$ cat src/rtl/noc_params.sv
// noc_params: shared NoC constants, flit label encoding and flit structure
package noc_params;
    localparam int VC_NUM      = 2;
    localparam int VC_SIZE     = $clog2(VC_NUM);
    localparam int PORT_NUM    = 5;
    localparam int DATA_SIZE   = 16;
    localparam int FLOW_ON_OFF = 0;
    localparam int FLOW_CREDIT = 1;

    typedef enum logic [1:0] {HEAD, BODY, TAIL, HEADTAIL} flit_label_t;

    typedef struct packed {
        flit_label_t            label;
        logic [VC_SIZE-1:0]     vc_id;
        logic [DATA_SIZE-1:0]   data;
    } flit_t;
endpackage

$ cat src/rtl/output_port_flow_ctrl_vc_credit_counter.sv
// vc_credit_counter: per-VC downstream credit count with saturation and overflow detection
module vc_credit_counter #(
    parameter int DEPTH = 8,
    localparam int CW = $clog2(DEPTH + 1)
) (
    input  logic          clk,
    input  logic          rst,
    input  logic          en,
    input  logic          send,
    input  logic          credit,
    output logic [CW-1:0] cnt,
    output logic          overflow
);
    assign overflow = en && credit && !send && cnt == CW'(DEPTH);

    // count down on send, up on returned credit; pinned at DEPTH when flow control is not credit based
    always_ff @(posedge clk) begin
        if (!rst || !en) cnt <= CW'(DEPTH);
        else if (!overflow) cnt <= cnt - CW'(send) + CW'(credit);
    end
endmodule

$ cat src/rtl/output_port_flow_ctrl.sv
// output_port_flow_ctrl: registered output link stage with credit or on/off flow control, busy tracking and error flags
module output_port_flow_ctrl
    import noc_params::*;
#(
    parameter int VC_NUM_P    = VC_NUM,
    parameter int DEPTH       = 8,
    parameter int CREDIT_MODE = FLOW_CREDIT,
    parameter int ON_OFF_REG  = 1,
    localparam int VS = VC_NUM_P > 1 ? $clog2(VC_NUM_P) : 1,
    localparam int CW = $clog2(DEPTH + 1)
) (
    input  logic                clk,
    input  logic                rst,
    input  flit_t               flit_i,
    input  logic                valid_i,
    input  logic [VS-1:0]       vc_sel_i,
    input  logic [VC_NUM_P-1:0] credit_i,
    input  logic [VC_NUM_P-1:0] on_off_i,
    output flit_t               data_o,
    output logic                is_valid_o,
    output logic [VC_NUM_P-1:0] can_send_o,
    output logic [VC_NUM_P-1:0] vc_idle_o,
    output logic [VC_NUM_P-1:0] error_o
);
    localparam logic CREDIT_EN = CREDIT_MODE == FLOW_CREDIT;

    logic [VC_NUM_P-1:0] on_off_q, on_off_eff, send, busy, busy_nxt, err_nxt, ovf;
    logic [CW-1:0]       cnt [VC_NUM_P];

    assign on_off_eff = ON_OFF_REG != 0 ? on_off_q : on_off_i;

    genvar v;
    generate
        for (v = 0; v < VC_NUM_P; v++) begin : g_vc
            vc_credit_counter #(.DEPTH(DEPTH)) u_cnt (
                .clk      (clk),
                .rst      (rst),
                .en       (CREDIT_EN),
                .send     (send[v]),
                .credit   (credit_i[v]),
                .cnt      (cnt[v]),
                .overflow (ovf[v])
            );
            assign can_send_o[v] = CREDIT_EN ? cnt[v] != '0 : on_off_eff[v];
            assign send[v]       = valid_i && vc_sel_i == VS'(v) && can_send_o[v];
            assign vc_idle_o[v]  = !busy[v] && (!CREDIT_EN || cnt[v] == CW'(DEPTH));
        end
    endgenerate

    // packet framing per VC: HEAD opens, TAIL closes, out-of-order labels and refused sends are errors
    always_comb begin
        busy_nxt = busy;
        err_nxt  = error_o | ovf;
        for (int i = 0; i < VC_NUM_P; i++) begin
            if (valid_i && vc_sel_i == VS'(i) && !can_send_o[i]) err_nxt[i] = 1'b1;
            if (send[i]) begin
                if ((flit_i.label == HEAD && busy[i]) ||
                    ((flit_i.label == BODY || flit_i.label == TAIL) && !busy[i])) err_nxt[i] = 1'b1;
                busy_nxt[i] = flit_i.label == HEAD || (flit_i.label == BODY && busy[i]);
            end
        end
    end

    // link register, framing state, sticky errors and sampled on/off
    always_ff @(posedge clk) begin
        if (!rst) begin
            data_o     <= '0;
            is_valid_o <= 1'b0;
            busy       <= '0;
            error_o    <= '0;
            on_off_q   <= '1;
        end else begin
            is_valid_o <= |send;
            if (|send) data_o <= flit_i;
            busy       <= busy_nxt;
            error_o    <= err_nxt;
            on_off_q   <= on_off_i;
        end
    end
endmodule
$ cat config.mk
export PLATFORM = sky130hd
export DESIGN_NAME = output_port_flow_ctrl
export DESIGN_NICKNAME = d
export VERILOG_FILES = /design/src/rtl/noc_params.sv /design/src/rtl/output_port_flow_ctrl_vc_credit_counter.sv /design/src/rtl/output_port_flow_ctrl.sv
export SDC_FILE = /design/constraint.sdc
export NUM_CORES = 1
export LEC_CHECK = 0
export ABC_AREA = 1
export CORE_MARGIN = 3
export CORE_UTILIZATION = 66
export CTS_CLUSTER_DIAMETER = 60
export DETAILED_ROUTE_END_ITERATION = 16
export DONT_BUFFER_PORTS = 1
export PLACE_DENSITY = 0.9
export SLEW_MARGIN = 20
export SYNTH_ARGS = -nofsm -noshare
export SYNTH_HDL_FRONTEND = slang
export SYNTH_SLANG_ARGS = --single-unit
$ cat constraint.sdc
create_clock -name clk -period 4.3 [get_ports clk]
set_clock_uncertainty 0.1 [all_clocks]
set_input_delay 0.215 -clock clk [delete_from_list [all_inputs] [get_ports clk]]
set_output_delay 0.215 -clock clk [all_outputs]
set_load 0.05 [all_outputs]
==> results of run 1 <==
sequential cells by signal (all words and copies together) (netlist names):
name and cells:
data_o 19, g_vc.u_cnt.cnt 8, busy 2, error_o 2, is_valid_o 1
power breakdown:
part	internal [W]	switching [W]	total, W
sequential	0.000361	0.000180	0.000540
clock	0.0000596	0.000105	0.000164
combinational	0.000170	0.000327	0.000497
total	0.000590	0.000611	0.00120
final timing paths:
kind	endpoint	slack (ns)
hold reg to reg	g_vc[1].u_cnt.cnt[2]$_SDFFE_PN0N_	0.39
setup reg to reg	g_vc[1].u_cnt.cnt[2]$_SDFFE_PN0N_	1.81
setup / recovery	g_vc[1].u_cnt.cnt[2]$_SDFFE_PN0N_	1.81
hold / removal	g_vc[1].u_cnt.cnt[2]$_SDFFE_PN0N_	0.05
cell type report:
cell class | instances | area (um2)
fill | 133 | 409
sequential | 32 | 641
tap | 28 | 35.0
timing repair buffer | 20 | 200
inverter | 34 | 128
multi-input combinational | 141 | 813
clock buffer | 5 | 37.5
clock inverter | 2 | 12.5
cells by family (layout without fill, tap and decap cells):
kind of cell | after synthesis | after routing | share of synthesized area (%)
compound gates | 29 | 29 | 10.0
flops | 32 | 32 | 39.3
fa+ha+maj | 16 | 16 | 13.2
xor+xnor | 2 | 2 | 1.07
buf+inv | 40 | 61 | 10.9
simple gates | 94 | 94 | 25.5
layer usage:
layer	part of all wire (%)	vias to the layer above	wire length, um
li1	-	702	-
met1	37	669	1460
met2	50	73	2000
met3	8.5	18	336
met4	3.9	0	154
met5	0	-	0
what timing repair did:
item	4_1_cts	5_1_grt
hold endpoints to repair	29	0
setup endpoints to repair	0	0
hold buffers	20	0
resized for setup	0	0
stage by stage:
stage / cells / util [%]
CTS: 262 / 82.0
global route: 262 / 82.0
global placement: 235 / 71.0
floorplan: 213 / -
finish: 262 / 82.0
detailed placement: 235 / 71.0
layout by cell type (no fill, tap or decap), types with 5 or more instances in the layout:
| cell | instances |
|---|---|
| dlygate4sd3_1 | 20 |
| nand3_1 | 17 |
| ha_1 | 14 |
| a21oi_1 | 6 |
| o21ai_0 | 13 |
| clkbuf_4 | 5 |
| nand2_1 | 21 |
| o21ai_2 | 5 |
| inv_1 | 34 |
| nor2_1 | 49 |
| dfxtp_1 | 32 |
| o21ai_1 | 5 |
worst max-delay path, stage by stage, from the launching register on:
cell and delay (ns):
dfxtp_1 0.34, inv_1 0.07, ha_1 0.22, nand2_2 0.27, nand2_4 0.13, inv_1 0.11
ha_1 0.23, inv_1 0.05, ha_1 0.15, inv_1 0.05, fa_1 0.37, xnor2_1 0.15
nand2_1 0.07, a21oi_1 0.11
==> metrics.csv, run 1 <==
stage,metric,value,unit
status,status,completed,
global_routing,antenna_found_initial,0,
clock_tree,clk_pin_slew,0.09,ns
run,cap_violations,0,
floorplan,initial_utilization,71.7,%
synthesis,netlist_area,1630,um2
finish,drive_gt1_share,8.12,%
global_routing,track_usage,26.9,%
global_routing,grt_pass1_wl,6580,um
floorplan,rows,17,
detailed_routing,drt_iter0_markers,68,
hold_path,worstHoldPathType,input port to flip-flop,
setup_path,end_kind,flip-flop,
sta,fin_crit_sh,57.9,%
hold_path,hold_depth,4,
synthesis,syn_area_per_cell,7.66,um2
sta,finalCriticalPeriod,2.49,ns
placement,dpl.hpwl,2390,um
clock_tree,postCtsSetupRepairBufs,0,
clock_tree,cts_max_level,2,
floorplan,die-area,3100,um2
clock_tree,cts_root_buf,clkbuf_4,
sta,hold_slack,0.0494,ns
synthesis,synth_area_leader_cell,dfxtp_1,
sta,fin_ws,1.81,ns
clock_tree,cts_buffers,5,
sta,relSlewSlack,35.9,%
clock_tree,clkSinkCount,32,
sta,max_freq,402,MHz
placement,place_ws,1.84,ns
synthesis,synthTopCellsByArea,"dfxtp_1, nor2_1, ha_1, inv_1, nand3_1",
sta,fin_tns_setup,0,ns
synthesis,yosysWarningCount,0,
synthesis,synth_seq_cells,32,
global_routing,grt_use_met3,8.35,%
setup_path,worstRegToRegCells,13,
global_routing,met1_usage,27.1,%
synthesis,synth_cell_types,21,
detailed_routing,wirelength,3950,um
hold_path,min_from,credit_i[1],
detailed_routing,viasPerCell,5.58,
placement,portBuffers,0,
detailed_routing,ant_nets,0,
sta,hold_viol,0,
global_routing,grt_max_degree,27,
finish,syn_to_final_growth,14.4,%
setup_path,criticalPathCategory,flip-flop to flip-flop,
clock_tree,cts_tree,built,
clock_tree,clockBufferDepth,2,
pwr,leakagePower,0.922,nW
sta,worst_pin_slew,0.959,ns
synthesis,yosys-top-cells-count,"nor2_1, inv_1, dfxtp_1, nand2_1, nand3_1",
placement,gp_congestion,0.752,
global_routing,grt.busiest_layer,met2,
synthesis,async_flop_share,0,%
placement,place_area,1620,um2
synthesis,synth_edf_count,0,
synthesis,synth-main-ff-cell,dfxtp_1,
synthesis,yosysMostFrequentCell,nor2_1,
detailed_routing,drt_first_pass_iters,4,
detailed_routing,drcViolationCount,0,
pwr,pwr_density_cell,644,nW/um2
global_routing,grt_use_met2,47.8,%
setup_path,worstPathRequired,4.46,ns
synthesis,yosys.area.top_type_share,39.3,%
setup_path,rr_startpoint,g_vc[1].u_cnt.cnt[2]$_SDFFE_PN0N_,
setup_path,crit_start,g_vc[1].u_cnt.cnt[2]$_SDFFE_PN0N_,
floorplan,chipHeight,55.7,um
sta,setup_violations,0,
finish,final_nets,277,
global_routing,grt-ovfl-total,0,
sta,maxSlewViolCount,0,
clock_tree,insertion_delay,0.33,ns
detailed_routing,vias,1462,
synthesis,syn_inst,213,
setup_path,startpoint_type,flip-flop,
finish,final_area,1870,um2
finish,diodes,0,
pwr,peakVddDrop,0.453,mV
setup_path,arrival,2.64,ns
global_routing,grt_pass1_vias,1539,
floorplan,ios,53,
floorplan,die_w,55.7,um
floorplan,core_area,2280,um2
synthesis,yosysSeqAreaShare,39.3,%
setup_path,critPathMaxFanout,6,
pwr,power,0.00120,W
detailed_routing,routedWlPerCell,15.1,um
sta,grt_setup_unrepaired,false,
synthesis,synthesis.nets,256,
Power figures use the tool's default switching activity.
==> inputs of run 2 (changes only) <==
--- a/config.mk
+++ b/config.mk
@@ -7,11 +7,11 @@
 export LEC_CHECK = 0
 export ABC_AREA = 1
 export CORE_MARGIN = 3
-export CORE_UTILIZATION = 66
+export CORE_UTILIZATION = 56
 export CTS_CLUSTER_DIAMETER = 60
 export DETAILED_ROUTE_END_ITERATION = 16
 export DONT_BUFFER_PORTS = 1
-export PLACE_DENSITY = 0.9
+export PLACE_DENSITY = 0.82
 export SLEW_MARGIN = 20
 export SYNTH_ARGS = -nofsm -noshare
 export SYNTH_HDL_FRONTEND = slang
==> constraint.sdc (replaced) <==
create_clock -name clk -period 2.23 [get_ports clk]
set_clock_uncertainty 0.1 [all_clocks]
set_input_delay 0.1115 -clock clk [delete_from_list [all_inputs] [get_ports clk]]
set_output_delay 0.1115 -clock clk [all_outputs]
set_load 0.05 [all_outputs]
==> run 2 against run 1 <==
Net effect:
- via count up 5.4%
- cell count up 11%
- critical path depth unchanged
- power up 120%
- fmax up 15%
- sequential cell count unchanged
- die area up 16%
==> metrics.csv, run 2 (synthesis gave the netlist of run 1 again) <==
stage,metric,value,unit,change
detailed_routing,routedWlPerCell,14.4,um,-4.7%
finish,largest_reg_flops,19,,unchanged
global_routing,track_usage,25.1,%,-1.8 points
placement,portBuffers,0,,unchanged
clock_tree,cts_tree,built,,
sta,fin_crit_sh,97.2,%,+39 points
clock_tree,cts_max_level,2,,unchanged
detailed_routing,drt_first_pass_iters,4,,unchanged
global_routing,antenna_found_initial,0,,unchanged
setup_path,arrival,2.33,ns,-0.31 ns
finish,final_nets,305,,+10%
floorplan,die_w,60.0,um,+7.6%
floorplan,core_area,2610,um2,+15%
setup_path,criticalPathCategory,flip-flop to flip-flop,,
floorplan,die-area,3600,um2,+16%
floorplan,rows,18,,+1
finish,multiInputGateArea,877,um2,+7.8%
placement,dpl.hpwl,2330,um,-2.6%
clock_tree,cts_root_buf,clkbuf_4,,
status,status,completed,,
hold_path,hold_depth,6,,+2
clock_tree,insertion_delay,0.33,ns,about the same
floorplan,initial_utilization,62.5,%,-9.2 points
sta,finalCriticalPeriod,2.17,ns,-0.320 ns
pwr,power,0.00259,W,+120%
setup_path,cp_slowest_cell,fa_2,,
sta,max_freq,461,MHz,+15%
sta,fin_ws,0.0618,ns,-1.75 ns
clock_tree,cts_buffers,5,,unchanged
setup_path,worstRegToRegCells,13,,unchanged
pwr,peakVddDrop,1.07,mV,+140%
detailed_routing,drcViolationCount,0,,unchanged
sta,relSlewSlack,59.0,%,+23 points
finish,register_area,647,um2,+0.98%
finish,final_cell_mix,"nor2_1, dlygate4sd3_1, inv_1",,
clock_tree,clk_pin_slew,0.10,ns,about the same
hold_path,worstHoldPathType,input port to flip-flop,,
setup_path,crit_top_cell,inv_2,,
setup_path,critPathMaxFanout,2,,-4
finish,top_regs,"data_o x19, g_vc.u_cnt.cnt x8",,
finish,fillCellCount,148,,+11%
global_routing,grt-ovfl-total,0,,unchanged
placement,gp_congestion,0.806,,+7.2%
pwr,pwr_density_cell,1180,nW/um2,+84%
finish,layout_commonest_cell,nor2_1,,
detailed_routing,vias,1541,,+5.4%
placement,place_area,1700,um2,+5.1%
setup_path,critical_path_depth,13,,unchanged
floorplan,chipHeight,60.0,um,+7.6%
clock_tree,clockBufferDepth,2,,unchanged
detailed_routing,drt_iter0_markers,121,,+78%
detailed_routing,viasPerCell,5.28,,-5.4%
setup_path,worst-path-buf-inv,4,,unchanged
finish,drive_gt1_share,18.7,%,+11 points
sta,worst_pin_slew,0.615,ns,-0.344 ns
finish,diodes,0,,unchanged
run,cap_violations,0,,unchanged
pwr,leakagePower,1.03,nW,+12%
sta,hold_viol,0,,unchanged
placement,place_ws,-0.0229,ns,-1.86 ns
detailed_routing,wirelength,4200,um,+6.2%
global_routing,grt_pass1_wl,6710,um,+2.0%
setup_path,cp_top_family,adder cells,,
setup_path,worstPathRequired,2.39,ns,-2.07 ns
finish,syn_to_final_growth,34.2,%,
setup_path,slowest_delay,0.37,ns,about the same
global_routing,grt_pass1_vias,1540,,+0.065%
setup_path,startpoint_type,flip-flop,,
finish,largest_register,data_o,,
sta,maxSlewViolCount,0,,unchanged
setup_path,crit_chain,inv_2 -> ha_4 -> nand2_4 -> nand2_4 -> inv_2 -> ha_4 -> inv_1 -> ha_2 -> inv_2 -> fa_2 -> xnor2_2 -> nand2_1 -> a21oi_2,,
floorplan,ios,53,,unchanged
clock_tree,clkSinkCount,32,,unchanged
global_routing,grt_max_degree,21,,-22%
setup_path,end_kind,flip-flop,,
sta,setup_violations,0,,unchanged
finish,final_area,2190,um2,+17%
detailed_routing,ant_nets,0,,unchanged
-- run 2: cell types whose count changed in the layout (fill, tap and decap cells not counted), moves of 3 or more --
cell           previous run  this run
buf_4                     0        12
dlygate4sd3_1            20        36
dfxtp_2                   0         5
inv_1                    34        28
ha_1                     14        10
inv_2                     0         6
ha_4                      0         3
dfxtp_1                  32        27
-- run 2: power by group --
| part | leakage [nW] | switching (W) | internal, W | total (W) |
|---|---|---|---|---|
| registers | 0.266 | 0.000349 | 0.000703 | 0.00105 |
| clock network | 0.0271 | 0.000199 | 0.000115 | 0.000314 |
| logic | 0.739 | 0.000690 | 0.000531 | 0.00122 |
-- run 2: per-layer routing --
metal	share of wire [%]	vias to the layer above	wire length (um)	global-route usage (%)
li1	-	762	-	-
met1	42	707	1760	29.9
met2	49	61	2040	41.2
met3	7.2	11	300	6.70
met4	2.2	0	93	12.7
met5	0	-	0	0
-- run 2: cell type report --
| class | instances | area share, % |
|---|---|---|
| flip-flops and latches | 32 | 29.5 |
| multi-input cells | 141 | 40.1 |
| clock buffers | 5 | 1.71 |
| clock inverters | 2 | 0.571 |
| repair buffers | 48 | 20.6 |
| well taps | 30 | 1.71 |
| inverters | 34 | 5.83 |
-- run 2: path summary, 6_finish.rpt --
check | slack (ns) | end | start
min | 0.07 | busy[1]$_SDFFE_PN0P_ | valid_i
max | 0.06 | g_vc[0].u_cnt.cnt[2]$_SDFFE_PN0N_ | g_vc[0].u_cnt.cnt[2]$_SDFFE_PN0N_
max reg2reg | 0.06 | g_vc[0].u_cnt.cnt[2]$_SDFFE_PN0N_ | g_vc[0].u_cnt.cnt[2]$_SDFFE_PN0N_
min reg2reg | 0.41 | g_vc[1].u_cnt.cnt[2]$_SDFFE_PN0N_ | g_vc[1].u_cnt.cnt[2]$_SDFFE_PN0N_
-- run 2: worst reg2reg max path, delay by kind of cell (launching register included) --
family	cells	cell delay, ns
buffers and inverters	4	0.22
xor gates and xnor gates	1	0.17
and+or+nand+nor	3	0.19
DFF	1	0.36
adders and majority gates	4	0.90
AOI/OAI and AO/OA	1	0.16
-- run 2: repair_timing --
| item | in CTS | in global routing |
|---|---|---|
| pin swaps | 1 | 5 |
| hold endpoints to repair | 32 | 0 |
| setup endpoints to repair | 1 | 4 |
| gates resized for setup | 3 | 18 |
| buffers inserted | 0 | 2 |
| cloned | 0 | 0 |
| hold buffers | 36 | 0 |
-- run 2: through the flow --
step	utilization (%)	TNS (ns)	std cells	hold slack, ns
finish	83.8	0	292	0.0659
global route	83.8	-0.0485	292	0.102
CTS	81.0	0	290	0.0543
detailed placement	65.0	-0.0229	247	0.104
global placement	65.0	0	247	0.103
floorplan	-	0	213	0.146
==> inputs of run 3 (changes only) <==
--- a/config.mk
+++ b/config.mk
@@ -7,11 +7,12 @@
 export LEC_CHECK = 0
 export ABC_AREA = 1
 export CORE_MARGIN = 3
-export CORE_UTILIZATION = 56
+export CORE_UTILIZATION = 62
 export CTS_CLUSTER_DIAMETER = 60
 export DETAILED_ROUTE_END_ITERATION = 16
 export DONT_BUFFER_PORTS = 1
-export PLACE_DENSITY = 0.82
+export PLACE_DENSITY = 0.86
+export RECOVER_POWER = 50
 export SLEW_MARGIN = 20
 export SYNTH_ARGS = -nofsm -noshare
 export SYNTH_HDL_FRONTEND = slang
==> constraint.sdc (replaced) <==
create_clock -name clk -period 2.1 [get_ports clk]
set_clock_uncertainty 0.1 [all_clocks]
set_input_delay 0.105 -clock clk [delete_from_list [all_inputs] [get_ports clk]]
set_output_delay 0.105 -clock clk [all_outputs]
set_load 0.05 [all_outputs]
==> run 3 against run 2 <==
Net effect:
- the run now ends with negative hold slack, negative setup slack left
- setup slack lost 0.088 ns
- non-clock buffer count shrank 15
- sequential power up 6%
- critical path depth unchanged
- worst hold slack worse by 0.30 ns
- core utilization up 5.9 points
- cell count down 5.8%
- combinational power grew 30%
==> metrics.csv, run 3 (synthesis gave the netlist of run 1 again) <==
stage,metric,value,unit,change
floorplan,initial_utilization,69.1,%,+6.7 points
clock_tree,clkSinkCount,32,,unchanged
placement,dpl.hpwl,2610,um,+12%
clock_tree,cts_buffers,5,,unchanged
setup_path,worstRegToRegCells,13,,unchanged
pwr,leakagePower,1.01,nW,-2.3%
floorplan,die-area,3280,um2,-8.7%
finish,largest_reg_flops,19,,unchanged
setup_path,endpoint,g_vc[1].u_cnt.cnt[2]$_SDFFE_PN0N_,,
floorplan,core_area,2360,um2,-9.6%
finish,register_area,647,um2,unchanged
setup_path,timing.rr.end,g_vc[1].u_cnt.cnt[2]$_SDFFE_PN0N_,,
pwr,peakVddDrop,1.37,mV,+28%
pwr,pwr_density_cell,1460,nW/um2,+23%
detailed_routing,ant_nets,0,,unchanged
sta,hold_slack,-0.234,ns,-0.300 ns
sta,finalCriticalPeriod,2.13,ns,-0.0421 ns
floorplan,chipHeight,57.3,um,-4.5%
floorplan,die_w,57.3,um,-4.5%
finish,diodes,0,,unchanged
clock_tree,cts_max_level,2,,unchanged
detailed_routing,viasPerCell,5.61,,+6.3%
finish,final_area,2120,um2,-3.3%
global_routing,grt_pass1_wl,7470,um,+11%
placement,portBuffers,0,,unchanged
status,status,"finished, violations left",,
global_routing,grt_max_degree,27,,+29%
setup_path,end_kind,flip-flop,,
detailed_routing,drt_iter0_markers,118,,-2.5%
global_routing,antenna_found_initial,0,,unchanged
global_routing,grt-ovfl-total,0,,unchanged
placement,place_area,1740,um2,+2.6%
setup_path,criticalPathCategory,flip-flop to flip-flop,,
finish,top_regs,"data_o x19, g_vc.u_cnt.cnt x8",,
setup_path,crit_chain,inv_2 -> ha_4 -> nand2_8 -> nand2_4 -> inv_4 -> ha_4 -> inv_4 -> ha_4 -> inv_2 -> fa_2 -> xnor2_2 -> nand2_2 -> a21oi_2,,
clock_tree,cts_tree,built,,
setup_path,crit_top_cell,ha_4,,
setup_path,rr_startpoint,g_vc[1].u_cnt.cnt[2]$_SDFFE_PN0N_,,
floorplan,rows,17,,-1
clock_tree,insertion_delay,0.33,ns,about the same
setup_path,critPathMaxFanout,2,,unchanged
setup_path,arrival,2.29,ns,-0.04 ns
detailed_routing,vias,1543,,+0.13%
finish,syn_to_final_growth,29.8,%,
sta,relSlewSlack,62.6,%,+3.6 points
finish,final_cell_mix,"nor2_1, dfxtp_1, inv_1",,
clock_tree,clockBufferDepth,2,,unchanged
global_routing,grt_pass1_vias,1593,,+3.4%
sta,setup_violations,1,,+1
clock_tree,cts_root_buf,clkbuf_4,,
sta,max_freq,470,MHz,+2.0%
setup_path,reg2reg_slack,-0.03,ns,-0.09 ns
global_routing,track_usage,29.7,%,+4.6 points
clock_tree,clk_pin_slew,0.10,ns,about the same
sta,hold_viol,24,,+24
sta,grt_setup_unrepaired,true,,
sta,worst_pin_slew,0.561,ns,-0.0541 ns
detailed_routing,drt_first_pass_iters,4,,unchanged
detailed_routing,wirelength,4760,um,+13%
finish,final_nets,290,,-4.9%
setup_path,worstPathRequired,2.27,ns,-0.12 ns
floorplan,ios,53,,unchanged
finish,multiInputGateArea,961,um2,+9.6%
hold_path,worstHoldPathType,input port to flip-flop,,
placement,gp_congestion,0.862,,+6.9%
finish,largest_register,data_o,,
setup_path,slowest_delay,0.35,ns,-0.02 ns
detailed_routing,drcViolationCount,0,,unchanged
sta,fin_crit_sh,101,%,+4.0 points
finish,drive_gt1_share,30.0,%,+11 points
setup_path,startpoint_type,flip-flop,,
sta,maxSlewViolCount,0,,unchanged
status,violations,"negative hold slack, negative setup slack",,
finish,fillCellCount,103,,-30%
detailed_routing,routedWlPerCell,17.3,um,+20%
setup_path,crit_start,g_vc[1].u_cnt.cnt[2]$_SDFFE_PN0N_,,
sta,fin_tns_setup,-0.0260,ns,-0.0260 ns
sta,fin_ws,-0.0260,ns,-0.0879 ns
run,cap_violations,0,,unchanged
setup_path,cp_slowest_cell,fa_2,,
finish,layout_commonest_cell,nor2_1,,
run 3: cell types whose count changed in the layout (fill, tap and decap cells not counted), moves of 3 or more:
cell and delta:
dlygate4sd3_1 -26, buf_4 +11, inv_1 -4, inv_4 +4
ha_4 +3, nand2_1 -3
run 3: repair_timing:
action,CTS,global route
gates resized for setup,19,11
hold buffers,9,2
hold endpoints to repair,32,25
gates cloned,0,0
pin swaps,12,10
setup buffers,9,5
setup endpoints to repair,3,8
run 3: critical path, delay by kind of cell, from the launching register on:
family	cells	cell delay, ns
flops	1	0.34
simple gates	3	0.22
fa+ha+maj	4	0.87
xor+xnor	1	0.19
buf+inv	4	0.22
compound gates	1	0.13
run 3: worst min path at each step:
| stage | from | endpoint | slack (ns) | cells past startpoint |
|---|---|---|---|---|
| 6_report | rst | g_vc[1].u_cnt.cnt[3]$_SDFFE_PN1N_ | -0.23 | 1 |
| 5_1_grt | rst | g_vc[1].u_cnt.cnt[3]$_SDFFE_PN1N_ | -0.25 | 1 |
| 4_1_cts | rst | g_vc[1].u_cnt.cnt[3]$_SDFFE_PN1N_ | -0.24 | 1 |
| 3_5_place_dp | rst | g_vc[1].u_cnt.cnt[3]$_SDFFE_PN1N_ | 0.11 | 1 |
| 3_3_place_gp | rst | g_vc[1].u_cnt.cnt[3]$_SDFFE_PN1N_ | 0.1 | 1 |
| 2_1_floorplan | flit_i[0] | data_o[0]$_SDFFE_PN0P_ | 0.14 | 2 |
run 3: where the power goes:
part,internal [W],switching [W]
combinational,0.000662,0.000929
sequential,0.000746,0.000362
clock,0.000190,0.000203
run 3: routing by layer:
layer	GRT usage, %	vias up	part of all wire [%]
met4	14.2	0	2.0
met2	48.9	105	52
li1	-	731	-
met1	35.2	697	38
met3	8.82	10	8.8
met5	0	-	0
run 3: final cells by class:
cell class                 count  area share [%]
clock buffer                   7            3.07
inverter                      34            6.50
multi-input combinational    141            45.4
sequential                    32            30.5
tap                           28            1.65
timing repair buffer          33            12.9
run 3: per-stage QoR:
stage          power [W]  hold WS, ns  instances  setup slack (ns)  utilization [%]
5_1_grt          0.00326       -0.246        275           -0.0811             89.7
4_1_cts          0.00286       -0.237        269           -0.0200             86.1
2_1_floorplan    0.00203        0.140        213           0.00545                -
3_5_place_dp     0.00228        0.105        244           -0.0420             73.8
3_3_place_gp     0.00220       0.0967        244            0.0335             73.8
6_report         0.00309       -0.234        275           -0.0260             89.7
